File: src/rtl/crc_pkg.sv
// Shared CRC-32 constants, types and FSM state encoding for the dibit-stream
// CRC generator and checker.
package crc_pkg;

  localparam int unsigned FCS_DIBITS = 16;
  localparam int unsigned CNT_W      = 5;
  localparam int unsigned CRC_W      = 32;

  localparam logic [CRC_W-1:0] CRC32_POLY    = 32'h04C1_1DB7;
  localparam logic [CRC_W-1:0] CRC32_RESIDUE = 32'hC704_DD7B;
  localparam logic [CRC_W-1:0] CRC32_SEED    = 32'hFFFF_FFFF;

  typedef logic [1:0] dibit_t;

  // EVAL/ADD belong to the generator; the checker uses IDLE/FILL/PASS.
  typedef enum logic [2:0] {IDLE, EVAL, ADD, FILL, PASS} crc_state_t;

  // One line beat of the framed dibit stream.
  typedef struct packed {
    dibit_t d;
    logic   sop;
    logic   eop;
  } crc_beat_t;

endpackage

File: src/rtl/crc_check_if.sv
// Framed dibit stream into the CRC checker plus its stripped payload output
// and verdict strobes.
//   d/sop/eop                     : line side, driven by the master
//   d_out/sop_out/eop_out         : payload with FCS removed, driven by the slave
//   crc_ok/crc_err                : one-cycle verdict strobes, driven by the slave
interface crc_check_if;
  import crc_pkg::*;

  dibit_t d;
  logic   sop;
  logic   eop;
  dibit_t d_out;
  logic   sop_out;
  logic   eop_out;
  logic   crc_ok;
  logic   crc_err;

  modport master (
    output d, sop, eop,
    input  d_out, sop_out, eop_out, crc_ok, crc_err
  );

  modport slave (
    input  d, sop, eop,
    output d_out, sop_out, eop_out, crc_ok, crc_err
  );

endinterface

File: src/rtl/crc32_dibit_step.sv
// Combinational CRC-32 LFSR advance by one dibit, non-reflected, d[0] first.
//   c      : current LFSR value
//   d      : incoming dibit
//   c_next : LFSR value after both bits are shifted in
module crc32_dibit_step
  import crc_pkg::*;
#(
  parameter logic [CRC_W-1:0] POLY = CRC32_POLY
) (
  input  logic [CRC_W-1:0] c,
  input  dibit_t           d,
  output logic [CRC_W-1:0] c_next
);

  logic fb0;
  logic fb1;

  // fb1 is the feedback of the earlier bit, so its polynomial lands one
  // position higher after the second shift.
  assign fb1 = c[31] ^ d[0];
  assign fb0 = c[30] ^ d[1];

  assign c_next = {c[CRC_W-3:0], 2'b00}
                ^ ({CRC_W{fb1}} & {POLY[CRC_W-2:0], 1'b0})
                ^ ({CRC_W{fb0}} & POLY);

endmodule

File: src/rtl/crc_check.sv
// Receive-side CRC-32 checker and FCS stripper for the framed dibit stream.
// Holds every dibit for 16 cycles so the trailing FCS never reaches d_out,
// and strobes crc_ok/crc_err together with eop_out.
//   clk, rst : single clock, synchronous active-high reset
//   bus      : slave side of crc_check_if (line in, payload/verdict out)
module crc_check
  import crc_pkg::*;
#(
  parameter logic [CRC_W-1:0] POLY    = CRC32_POLY,
  parameter logic [CRC_W-1:0] RESIDUE = CRC32_RESIDUE
) (
  input  logic       clk,
  input  logic       rst,
  crc_check_if.slave bus
);

  crc_beat_t                     beat;
  crc_state_t                    state;
  logic [CNT_W-1:0]              cnt;
  logic [CRC_W-1:0]              crc_q;
  logic [CRC_W-1:0]              c_in;
  logic [CRC_W-1:0]              c_next;
  logic [FCS_DIBITS-1:0][1:0]    dl;
  dibit_t                        head;
  logic                          in_frame;
  logic                          residue_ok;

  dibit_t                        d_out_q;
  logic                          sop_out_q;
  logic                          eop_out_q;
  logic                          crc_ok_q;
  logic                          crc_err_q;

  assign beat = '{d: bus.d, sop: bus.sop, eop: bus.eop};

  // A sop beat restarts the LFSR from the seed, even mid-frame.
  assign c_in       = beat.sop ? CRC32_SEED : crc_q;
  assign in_frame   = (state != IDLE) || beat.sop;
  assign head       = dl[FCS_DIBITS-1];
  assign residue_ok = (c_next == RESIDUE);

  crc32_dibit_step #(.POLY(POLY)) u_step (
    .c      (c_in),
    .d      (beat.d),
    .c_next (c_next)
  );

  // Frame FSM, delay line, LFSR and registered outputs.
  always_ff @(posedge clk) begin
    if (rst) begin
      state     <= IDLE;
      cnt       <= '0;
      crc_q     <= CRC32_SEED;
      dl        <= '0;
      d_out_q   <= 2'b00;
      sop_out_q <= 1'b0;
      eop_out_q <= 1'b0;
      crc_ok_q  <= 1'b0;
      crc_err_q <= 1'b0;
    end else begin
      d_out_q   <= 2'b00;
      sop_out_q <= 1'b0;
      eop_out_q <= 1'b0;
      crc_ok_q  <= 1'b0;
      crc_err_q <= 1'b0;

      if (in_frame) begin
        crc_q <= c_next;
        dl    <= {dl[FCS_DIBITS-2:0], beat.d};
      end

      unique case (state)
        IDLE: begin
        end
        FILL: begin
          if (beat.sop) begin
            crc_err_q <= 1'b1;
          end else if (cnt == CNT_W'(FCS_DIBITS)) begin
            // 17th dibit releases payload dibit 0; with eop it is also the last.
            d_out_q   <= head;
            sop_out_q <= 1'b1;
            if (beat.eop) begin
              eop_out_q <= 1'b1;
              crc_ok_q  <= residue_ok;
              crc_err_q <= !residue_ok;
              state     <= IDLE;
            end else begin
              state <= PASS;
            end
          end else if (beat.eop) begin
            crc_err_q <= 1'b1;
            state     <= IDLE;
          end else begin
            cnt <= cnt + CNT_W'(1);
          end
        end
        PASS: begin
          d_out_q <= head;
          if (beat.sop) begin
            eop_out_q <= 1'b1;
            crc_err_q <= 1'b1;
          end else if (beat.eop) begin
            eop_out_q <= 1'b1;
            crc_ok_q  <= residue_ok;
            crc_err_q <= !residue_ok;
            state     <= IDLE;
          end
        end
        default: state <= IDLE;
      endcase

      // A new frame starts on sop in any state; sop with eop is a one-dibit runt.
      if (beat.sop) begin
        cnt <= CNT_W'(1);
        if (beat.eop) begin
          crc_err_q <= 1'b1;
          state     <= IDLE;
        end else begin
          state <= FILL;
        end
      end
    end
  end

  assign bus.d_out   = d_out_q;
  assign bus.sop_out = sop_out_q;
  assign bus.eop_out = eop_out_q;
  assign bus.crc_ok  = crc_ok_q;
  assign bus.crc_err = crc_err_q;

endmodule

File: src/flat_wrapper.sv
// flat-port wrapper written by rule: the top's interface ports become plain ports
module crc_check_flat import crc_pkg::*;
#(
  parameter logic [CRC_W-1:0] POLY    = CRC32_POLY,
  parameter logic [CRC_W-1:0] RESIDUE = CRC32_RESIDUE
)
  (clk, rst, bus_d, bus_sop, bus_eop, bus_d_out, bus_sop_out, bus_eop_out, bus_crc_ok, bus_crc_err);
  crc_check_if bus_i ();
  input  logic clk;
  input  logic rst;
  input wire logic [$bits(bus_i.d)-1:0] bus_d;
  input wire logic [$bits(bus_i.sop)-1:0] bus_sop;
  input wire logic [$bits(bus_i.eop)-1:0] bus_eop;
  output wire logic [$bits(bus_i.d_out)-1:0] bus_d_out;
  output wire logic [$bits(bus_i.sop_out)-1:0] bus_sop_out;
  output wire logic [$bits(bus_i.eop_out)-1:0] bus_eop_out;
  output wire logic [$bits(bus_i.crc_ok)-1:0] bus_crc_ok;
  output wire logic [$bits(bus_i.crc_err)-1:0] bus_crc_err;
  assign bus_i.d = bus_d;
  assign bus_i.sop = bus_sop;
  assign bus_i.eop = bus_eop;
  assign bus_d_out = bus_i.d_out;
  assign bus_sop_out = bus_i.sop_out;
  assign bus_eop_out = bus_i.eop_out;
  assign bus_crc_ok = bus_i.crc_ok;
  assign bus_crc_err = bus_i.crc_err;
  crc_check #(.POLY(POLY), .RESIDUE(RESIDUE)) u_core (.clk(clk), .rst(rst), .bus(bus_i));
endmodule
File: config.mk
export PLATFORM = sky130hd
export DESIGN_NAME = crc_check_flat
export DESIGN_NICKNAME = d
export VERILOG_FILES = /design/src/rtl/crc_pkg.sv /design/src/rtl/crc_check_if.sv /design/src/rtl/crc32_dibit_step.sv /design/src/rtl/crc_check.sv /design/src/flat_wrapper.sv
export SDC_FILE = /design/constraint.sdc
export NUM_CORES = 1
export LEC_CHECK = 0
export BUFFER_PORTS_ARGS = -buffer_cell sky130_fd_sc_hd__buf_4
export CORE_ASPECT_RATIO = 2
export CORE_MARGIN = 2
export CORE_UTILIZATION = 40
export CTS_CLUSTER_DIAMETER = 120
export CTS_CLUSTER_SIZE = 28
export DETAILED_ROUTE_END_ITERATION = 8
export GPL_TIMING_DRIVEN = 0
export MAX_ROUTING_LAYER = met4
export PLACE_DENSITY = 0.55
export SLEW_MARGIN = 20
export SYNTH_ARGS = -nofsm -noshare
export SYNTH_HDL_FRONTEND = slang
export SYNTH_HIERARCHICAL = 1
export SYNTH_SLANG_ARGS = --single-unit
File: constraint.sdc
create_clock -name clk -period 3.72 [get_ports clk]
set_input_delay 0.744 -clock clk [delete_from_list [all_inputs] [get_ports clk]]
set_output_delay 0.744 -clock clk [all_outputs]
set_load 0.02 [all_outputs]
==> summary.txt <==
FF-to-FF End: u_core/bus.crc_err
port bufs: 10
# rows: 49
hold_buf cts: 0
share of post-route cells with drive strength above 1: 20.93%
Detail Placement HPWL: 5407 microns
Cells after Synth: 428
I/O pin cnt: 12
pre-CTS setup slack: -261.5 ps
crit path max fanout: 10
reg-to-reg setup timing slack: 900 ps
final wirelength: 7403 microns
root buf cell: clkbuf_16
Setup Crit Path Kind: in2reg
Via density: 4.919
Critical Path Sink Type: register
first-pass GRT wire length: 12,770 microns
critical-path cell list: buf_4 -> clkbuf_1 -> clkbuf_1 -> or2_2 -> xnor2_2 -> buf_4 -> xor3_1 -> nor4b_1 -> nand4_1 -> nor4_1 -> o211ai_1
initial antenna violation count: 0
fmax: 291.2 MHz
synth warn: 6
Mapped Area: 0.003641 sq mm
number of CTS-inserted buffers: 9
Hold Vio Cnt, Final: 0
data arrival time of the critical path: 3640 ps
worst reg2reg path depth: 8
H-Tree Depth: 3
Worst Tran Pin Value: 507.5 ps
area of the multi-input gates: 0.001797 sq mm
Pwr Density: 473.8 mW/mm^2
MaxCap Viol Count: 0
CTS tree: yes
Via Count: 2,735
reg-to-reg startpoint: u_core/crc_q[31]
fin nets: 457
Max-slew headroom: 66.00%
Worst setup SP type: primary input
post-route setup TNS: 0 ps
Sequential Area: 0.001562 sq mm
hold wc startpoint: u_core/dl[7]
internal power: 1.459 mW
maximum vdd drop: 0.2984 mV
# diodes: 0
critical path's largest stage delay: 480 ps
DIE HEIGHT: 138.9 microns
Slew Limit Fails: 0
hold path endpoint: u_core/dl[9]
leak pwr: 1.618 nW
period utilisation layout: 92.33%
Initial Util: 40.68%
wire per inst: 13.31 microns
setup ws final: 285.4 ps
die area: 0.009928 sq mm
Residual DRC: 0
Clk Latency, worst-skew pair: 330 ps
Synth cell types: 39
Clock Skew: 6.926 ps
Starting DRT DRC Count: 111
GR Util All Layers: 16.86%
RSZ-0062 raised after global routing: no
top cells by area, synth: dfxtp_1 43%, nand2_1 14%, nand3b_1 6.8%
Setup-failing EPs final: 0
CTS sink cnt: 78
drt pass-1 iters: 5
Hold Path Class: reg2reg
Hold Path Depth: 2
Clk network pwr share: 40.1%
average cell area after synthesis: 8.507 sq um
Area Growth Syn to Fin: 13.13%
vias in the first global route: 2,718
status: completed
reported net switching power: 0.4925 mW
Seq/Total Area, Yosys: 42.89%
top-area cell type share of the netlist area: 42.89%
largest net degree at the start of global routing: 14
CTS max path bufs: 2
Switching Fraction: 25.23%
#FFs+latches synth: 78
share of total power in combinational logic: 14.1%
WP data required: 3920 ps
Seq pwr share: 45.8%
grt ovf: 0
# fillers: 888
Synth area leader: dfxtp_1
Core Box Area: 0.008951 sq mm
die width: 71.46 microns
DRT antenna net count: 0
RD Place Congestion: 0.7541
syn_nets: 436
Final min period: 3435 ps
CTS clk-pin slew, worst paths: 60 ps
cell at the slowest stage of the critical path: nor4_1
==> what timing repair did <==
| action | in CTS | in global routing |
|---|---|---|
| endpoints found under the hold margin | 0 | 0 |
| gates resized for setup | 0 | 1 |
| setup endpoints to repair | 0 | 2 |
| setup buffers | 0 | 0 |
==> sequential cells by signal (all words and copies together) (netlist names) <==
| signal | cells |
|---|---|
| u_core/crc_q | 32 |
| u_core/bus.crc_err | 1 |
| u_core/head | 2 |
| u_core/bus.eop_out | 1 |
| u_core/cnt | 5 |
| u_core/state | 3 |
| u_core/bus.sop_out | 1 |
| u_core/bus.crc_ok | 1 |
| u_core/bus.d_out | 2 |
| u_core/dl | 30 |
==> worst max-delay path, delay by kind of cell <==
family	cells	cell delay, ps
AND/OR/NAND/NOR	4	1300
buffers and inverters	4	890
AO/OA/AOI/OAI	1	150
XOR/XNOR	2	550
==> power by group through the flow <==
stage | sequential (mW) | combinational, mW | clock [mW]
4_1_cts | 0.893 | 0.280 | 0.809
2_1_floorplan | 0.907 | 0.222 | 0
3_5_place_dp | 0.912 | 0.279 | 0
5_1_grt | 0.898 | 0.307 | 0.852
3_3_place_gp | 0.910 | 0.275 | 0
6_report | 0.893 | 0.276 | 0.783
==> per-stage QoR <==
stage                     hold WS, ps  instance area, sq um  cells  util, %  total power, mW
after floorplan                 427.3                  3641    428        -            1.129
after global placement          437.9                  3844    540    42.94            1.186
after detailed placement        445.4                  3844    540    42.94            1.190
after CTS                       452.9                  4111    556    45.93            1.982
after global routing            467.7                  4119    556    46.02            2.057
final                           448.1                  4119    556    46.02            1.952
==> metal layers <==
layer  routed length (microns)  vias to the layer above  part of all wire [%]  track usage [%]
met3                       230                        8                   3.1            4.506
li1                          -                     1416                     -                -
met5                         0                        -                     0                -
met4                       112                        0                   1.5            6.554
met2                      3994                       41                    54            29.00
met1                      3066                     1270                    41            18.00
==> synth_stat cells (all sizes together) <==
cell and number:
a21oi 35, and2 4, and3 1, and3b 1
and4 1, and4b 1, and4bb 1, buf 28
clkbuf 14, dfxtp 78, ha 2, inv 4
mux2i 1, nand2 132, nand3 1, nand3b 33
nand4 4, nand4b 3, nor2 8, nor2b 2
nor3b 2, nor4 5, nor4b 2, o211ai 1
o21a 1, o21ai 1, or2 33, or3b 1
or4 2, xnor2 17, xor2 3, xor3 6
==> cells by family after synthesis <==
logic type               Yosys count  synth area share (%)
AO/OA/AOI/OAI                     38                 5.361
XOR/XNOR                          26                 9.347
adder cells (fa/ha/maj)            2                0.6872
buffers and inverters             46                 7.972
flip-flops                        78                 42.89
multiplexers                       1                0.2749
AND/OR/NAND/NOR                  237                 33.47
==> how the worst max path moves through the flow <==
stage | startpoint | to | slack [ps] | depth (start not counted)
floorplan | bus_sop | u_core/bus.crc_err | 600 | 10
global placement | bus_sop | u_core/bus.crc_err | -260 | 11
detailed placement | bus_sop | u_core/bus.crc_err | -260 | 11
CTS | bus_sop | u_core/bus.crc_err | 90 | 11
global route | bus_sop | u_core/bus.crc_err | 2 | 11
finish | bus_sop | u_core/bus.crc_err | 290 | 11
==> cell type report <==
| class | count | share of cell area, % |
|---|---|---|
| multi-input cells | 304 | 43.62 |
| flip-flops and latches | 78 | 37.91 |
| inverters | 4 | 0.3645 |
| plain buffers | 42 | 6.683 |
| clock inverters | 6 | 0.9417 |
| well taps | 102 | 3.098 |
| clock buffers | 10 | 5.559 |
| repair buffers | 10 | 1.823 |
==> placed cells by master (no fill, tap or decap), types with 4 or more instances in the layout <==
cell type / count
buf_6: 6
nor2_1: 8
buf_2: 7
dfxtp_1: 78
nand3b_1: 33
clkbuf_1: 15
buf_4: 24
nand2_1: 132
nand4_1: 4
nor4_1: 4
clkbuf_16: 9
inv_1: 4
and2_1: 4
xnor2_1: 15
or2_2: 33
a21oi_1: 35
xor3_4: 4
Note: power is estimated with default switching activity, not from simulation.
